==> src/rtl/store_pkg.sv <==
// Shared types for the store read-modify-write unit: size encoding, FSM states
// and the default data width.
package store_pkg;

  localparam int XLEN_DEFAULT = 32;

  typedef enum logic [1:0] {
    SZ_B = 2'd0,
    SZ_H = 2'd1,
    SZ_W = 2'd2,
    SZ_D = 2'd3
  } size_e;

  typedef enum logic [2:0] {
    ST_IDLE,
    ST_READ,
    ST_WAIT,
    ST_WRITE,
    ST_ERR
  } state_e;

endpackage

==> src/rtl/store_lane_merge.sv <==
// Combinational byte-lane merge: overlays the store data onto the old memory
// word starting at the given lane, for the number of bytes implied by size.
module store_lane_merge
  import store_pkg::*;
#(
  parameter int XLEN = XLEN_DEFAULT
) (
  input  logic [XLEN-1:0]           old_word,
  input  logic [XLEN-1:0]           data,
  input  size_e                     size,
  input  logic [$clog2(XLEN/8)-1:0] lane,
  output logic [XLEN-1:0]           merged
);

  localparam int NB = XLEN / 8;

  int lane_i;
  int nbytes;

  always_comb begin
    merged = old_word;
    lane_i = int'(lane);
    case (size)
      SZ_B:    nbytes = 1;
      SZ_H:    nbytes = 2;
      SZ_W:    nbytes = 4;
      default: nbytes = NB;
    endcase
    for (int i = 0; i < NB; i++) begin
      if (i >= lane_i && i < lane_i + nbytes) begin
        merged[i*8 +: 8] = data[(i-lane_i)*8 +: 8];
      end
    end
  end

endmodule

==> src/rtl/store_rmw_unit.sv <==
// Store unit performing read-modify-write for sub-word stores and a direct
// write for full-width stores. Optional macro STORE_MISALIGN_CHECK_EN rejects misaligned stores.
module store_rmw_unit
  import store_pkg::*;
#(
  parameter int XLEN   = XLEN_DEFAULT,
  parameter int ADDR_W = 32
) (
  input  logic              clk,
  input  logic              rst,
  input  logic              req_valid,
  output logic              req_ready,
  input  logic [ADDR_W-1:0] req_addr,
  input  logic [1:0]        req_size,
  input  logic [XLEN-1:0]   req_data,
  output logic [ADDR_W-1:0] mem_addr,
  output logic              mem_rd_en,
  input  logic              mem_rd_valid,
  input  logic [XLEN-1:0]   mem_rd_data,
  output logic              mem_wr_en,
  output logic [XLEN-1:0]   mem_wr_data,
  output logic              done,
  output logic              misaligned
);

  localparam int LANE_W = $clog2(XLEN / 8);

  state_e              state;
  state_e              state_nx;
  size_e               req_sz;
  size_e               size_q;
  logic                full_req;
  logic                accept;
  logic [LANE_W-1:0]   lane_req;
  logic [LANE_W-1:0]   lane_q;
  logic [XLEN-1:0]     data_q;
  logic [XLEN-1:0]     merged;

  // A dword on a 32-bit datapath behaves as a word; lane rounds down to a size multiple.
  always_comb begin
    req_sz = size_e'(req_size);
    if (XLEN == 32 && req_sz == SZ_D) req_sz = SZ_W;
    full_req = (XLEN == 32) ? (req_sz == SZ_W) : (req_sz == SZ_D);
    lane_req = req_addr[LANE_W-1:0];
    case (req_sz)
      SZ_H:    lane_req[0]   = 1'b0;
      SZ_W:    lane_req[1:0] = 2'b00;
      default: ;
    endcase
  end

`ifdef STORE_MISALIGN_CHECK_EN
  logic misalign_req;

  always_comb begin
    case (req_sz)
      SZ_H:    misalign_req = req_addr[0];
      SZ_W:    misalign_req = |req_addr[1:0];
      SZ_D:    misalign_req = |req_addr[2:0];
      default: misalign_req = 1'b0;
    endcase
  end
`endif

  assign accept = req_valid && (state == ST_IDLE);

  always_ff @(posedge clk or posedge rst) begin
    if (rst) state <= ST_IDLE;
    else     state <= state_nx;
  end

  always_comb begin
    state_nx   = state;
    req_ready  = 1'b0;
    mem_rd_en  = 1'b0;
    mem_wr_en  = 1'b0;
    done       = 1'b0;
    misaligned = 1'b0;
    case (state)
      ST_IDLE: begin
        req_ready = 1'b1;
        if (req_valid) begin
          if (full_req) state_nx = ST_WRITE;
          else          state_nx = ST_READ;
`ifdef STORE_MISALIGN_CHECK_EN
          if (misalign_req) state_nx = ST_ERR;
`endif
        end
      end
      ST_READ: begin
        mem_rd_en = 1'b1;
        state_nx  = ST_WAIT;
      end
      ST_WAIT: begin
        if (mem_rd_valid) state_nx = ST_WRITE;
      end
      ST_WRITE: begin
        mem_wr_en = 1'b1;
        done      = 1'b1;
        state_nx  = ST_IDLE;
      end
`ifdef STORE_MISALIGN_CHECK_EN
      ST_ERR: begin
        misaligned = 1'b1;
        state_nx   = ST_IDLE;
      end
`endif
      default: state_nx = ST_IDLE;
    endcase
  end

  // Request capture: outputs visible to memory are cleared by reset.
  always_ff @(posedge clk or posedge rst) begin
    if (rst) begin
      mem_addr    <= '0;
      mem_wr_data <= '0;
    end else begin
      if (accept) begin
        mem_addr <= {req_addr[ADDR_W-1:LANE_W], {LANE_W{1'b0}}};
        if (full_req) mem_wr_data <= req_data;
      end else if (state == ST_WAIT && mem_rd_valid) begin
        mem_wr_data <= merged;
      end
    end
  end

  always_ff @(posedge clk) begin
    if (accept) begin
      data_q <= req_data;
      size_q <= req_sz;
      lane_q <= lane_req;
    end
  end

  store_lane_merge #(
    .XLEN(XLEN)
  ) u_merge (
    .old_word(mem_rd_data),
    .data    (data_q),
    .size    (size_q),
    .lane    (lane_q),
    .merged  (merged)
  );

endmodule

==> config.mk <==
export PLATFORM = sky130hd
export DESIGN_NAME = store_rmw_unit
export DESIGN_NICKNAME = d
export VERILOG_FILES = /design/src/rtl/store_pkg.sv /design/src/rtl/store_lane_merge.sv /design/src/rtl/store_rmw_unit.sv
export SDC_FILE = /design/constraint.sdc
export NUM_CORES = 1
export LEC_CHECK = 0
export CAP_MARGIN = 20
export CORE_MARGIN = 2
export CORE_UTILIZATION = 46
export CTS_CLUSTER_SIZE = 40
export DETAILED_ROUTE_END_ITERATION = 7
export PLACE_DENSITY = 0.81
export SETUP_SLACK_MARGIN = 0.3
export SYNTH_ARGS = -nofsm -noshare
export SYNTH_HDL_FRONTEND = slang
export SYNTH_SLANG_ARGS = --single-unit
==> constraint.sdc <==
create_clock -name clk -period 3.4 [get_ports clk]
set_input_delay 0.51 -clock clk [delete_from_list [all_inputs] [get_ports clk]]
set_output_delay 0.51 -clock clk [all_outputs]
set_load 0.02 [all_outputs]
==> out/results.tsv <==
metric	value	unit
final_cell_area	0.00699	sq mm
whs_path_depth	2	
end_kind	flip-flop	
max_freq	379	MHz
grt_pass1_wl	22200	um
cap_viol_max_count	0	
grt_pass1_vias	4435	
initialDrtViolationCount	335	
slew_headroom	46.9	%
area_delta_synth_final	38.4	%
finalMaxSlewViolations	0	
hp-start	mem_addr[27]	
post-cts-setup-buffers	0	
root_buffer	clkbuf_8	
start_util	46.8	%
dieHeight	109	um
grt_max_degree	50	
status	completed	
synth_seq_cells	100	
portBuffers	167	
slowest_stage	fa_1	
critPathMaxFanout	7	
setup_viol	0	
powerDensity	790	mW/mm^2
critical_path_class	flip-flop to flip-flop	
worst_pin_slew	0.796	ns
crit_path_frequent_cell	nor2_1	
crit_chain	nor2_1 > ha_1 > fa_1 > a21boi_1 > a311oi_2 > or2_1 > nor2_1 > o31ai_2	
rows	38	
clk_pin_slew_worst_paths	0.10	ns
yosysWarnings	0	
vias_per_cell	5.61	
clock_sinks	100	
synth.distinct_cells	41	
final_common_cell	clkdlybuf4s50_1	
max_stage_delay	0.62	ns
dp_hpwl	10200	um
whs_endpoint	mem_addr[27]	
dpl-instance-area	0.00682	sq mm
final.period_utilization	77.7	%
rsz0062_at_grt	no	
fin_cells	752	
insertion_delay	0.36	ns
power_leakage	2.87	nW
arrival	2.91	ns
numCtsBuffers	9	
cts_tree	yes	
grt_overflow_total	0	
async_flop_share	64.0	%
yosysSeqAreaShare	53.1	%
cts_max_level	3	
die_w	109	um
skew	0.0143	ns
final_cell_mix	167 x clkdlybuf4s50_1, 118 x nand2_1, 64 x dfrtp_1	
grtUsageTotal	24.7	%
ys.flop_type	dfrtp_1	
ant_nets	0	
cts_buffer_depth	2	
ctsResizeCount	0	
wl_per_cell	18.5	um
min_period	2.64	ns
io_pins	171	
hold_viol	0	
worstRegToRegCells	8	
fillerInstances	846	
dieArea	0.0118	sq mm
required	3.67	ns
timing.setup.tns	0	ns
ctsHoldBuffers	0	
synth-edff-count	36	
hold_class	flip-flop to flip-flop	
layout-drive-gt1-share	11.9	%
routed_wl	13900	um
multi_input_area	0.00214	sq mm
antenna_found_initial	0	
netlist_instances	449	
n_antenna_cell	0	
rr_endpoint	mem_wr_data[18]	
r2r_setup_slack	0.76	ns
via_count	4217	
start_kind	flip-flop	
nNetsFinal	720	
irDropWorstVdd	396	uV
rr_startpoint	size_q[1]	
syn_area_per_cell	11.3	sq um
regArea	0.00268	sq mm
drtPass1Iterations	5	
netlist_area	0.00505	sq mm
gp_congestion	0.825	
drc	0	
coreArea	0.0108	sq mm
dp_cells	736	
## synth_stat cells (all sizes together), types with 8 or more instances
| library cell | number | area (sq um) |
|---|---|---|
| edfxtp | 36 | 1080 |
| ha | 10 | 125 |
| buf | 22 | 134 |
| o31ai | 9 | 103 |
| mux2i | 9 | 90.1 |
| a221oi | 8 | 76.3 |
| inv | 15 | 56.3 |
| a21oi | 22 | 110 |
| clkbuf | 11 | 51.3 |
| mux4 | 24 | 541 |
| nand2 | 118 | 443 |
| nor2 | 22 | 90.1 |
| o21ai | 28 | 140 |
| mux2 | 8 | 90.1 |
| dfrtp | 64 | 1600 |
| a31oi | 8 | 50.1 |
## area by class of cell
| class | instances | area share (%) |
|---|---|---|
| multi-input cells | 303 | 30.6 |
| well taps | 140 | 2.50 |
| clock inverters | 5 | 0.537 |
| flip-flops and latches | 100 | 38.4 |
| clock buffers | 11 | 1.88 |
| inverters | 15 | 0.805 |
| repair buffers | 178 | 25.3 |
## stage by stage
stage	hold WS, ns	worst slack, ns	power [W]	util, %
finish	0.481	0.759	0.00552	64.8
global route	0.503	0.580	0.00587	64.8
CTS	0.485	0.769	0.00555	64.8
detailed placement	0.465	0.797	0.00486	63.2
global placement	0.457	0.831	0.00477	63.2
floorplan	0.500	0.458	0.00366	-
## where the power goes
| part | total [W] | switching [W] | internal [W] |
|---|---|---|---|
| Clock | 0.000689 | 0.000417 | 0.000271 |
| Combinational | 0.00284 | 0.00153 | 0.00131 |
| Sequential | 0.00199 | 0.000277 | 0.00172 |
| Total | 0.00552 | 0.00222 | 0.00330 |
## cells by family (layout without fill, tap and decap cells)
kind of cell	after synthesis	count (layout)	synth area share, %
AND/OR/NAND/NOR	158	158	12.7
flip-flops	100	100	53.1
AO/OA/AOI/OAI	90	90	12.2
buffers and inverters	48	209	4.78
multiplexers	41	41	14.3
adder cells (fa/ha/maj)	11	11	2.87
other	1	3	0.0742
## state kept, by name (all words and copies together) (netlist names)
register,flops
data_q,32
mem_wr_data,32
mem_addr,30
lane_q,2
size_q,2
state,2
## how the worst max path moves through the flow
stage	start	endpoint	slack, ns	cells after the start
after global routing	lane_q[0]	mem_wr_data[19]	0.58	6
after CTS	lane_q[0]	mem_wr_data[19]	0.77	6
after floorplan	state[0]	data_q[0]	0.46	7
after detailed placement	req_valid	mem_wr_data[18]	0.80	8
final	size_q[1]	mem_wr_data[18]	0.76	8
after global placement	req_size[1]	mem_wr_data[16]	0.83	5
## critical path, delay by kind of cell, from the launching register on
kind,cells,cell delay (ns)
AND/OR/NAND/NOR,3,0.55
AO/OA/AOI/OAI,3,0.71
flip-flops,1,0.46
adder cells (fa/ha/maj),2,0.83
## layer usage
layer / wire length, um / up-vias / track usage, %
li1: - / 1910 / -
met1: 5270 / 2059 / 29.9
met2: 6980 / 221 / 42.1
met3: 1380 / 27 / 6.87
met4: 306 / 0 / 9.34
met5: 0 / - / 0
No activity file was read; power rests on OpenSTA's default activity.
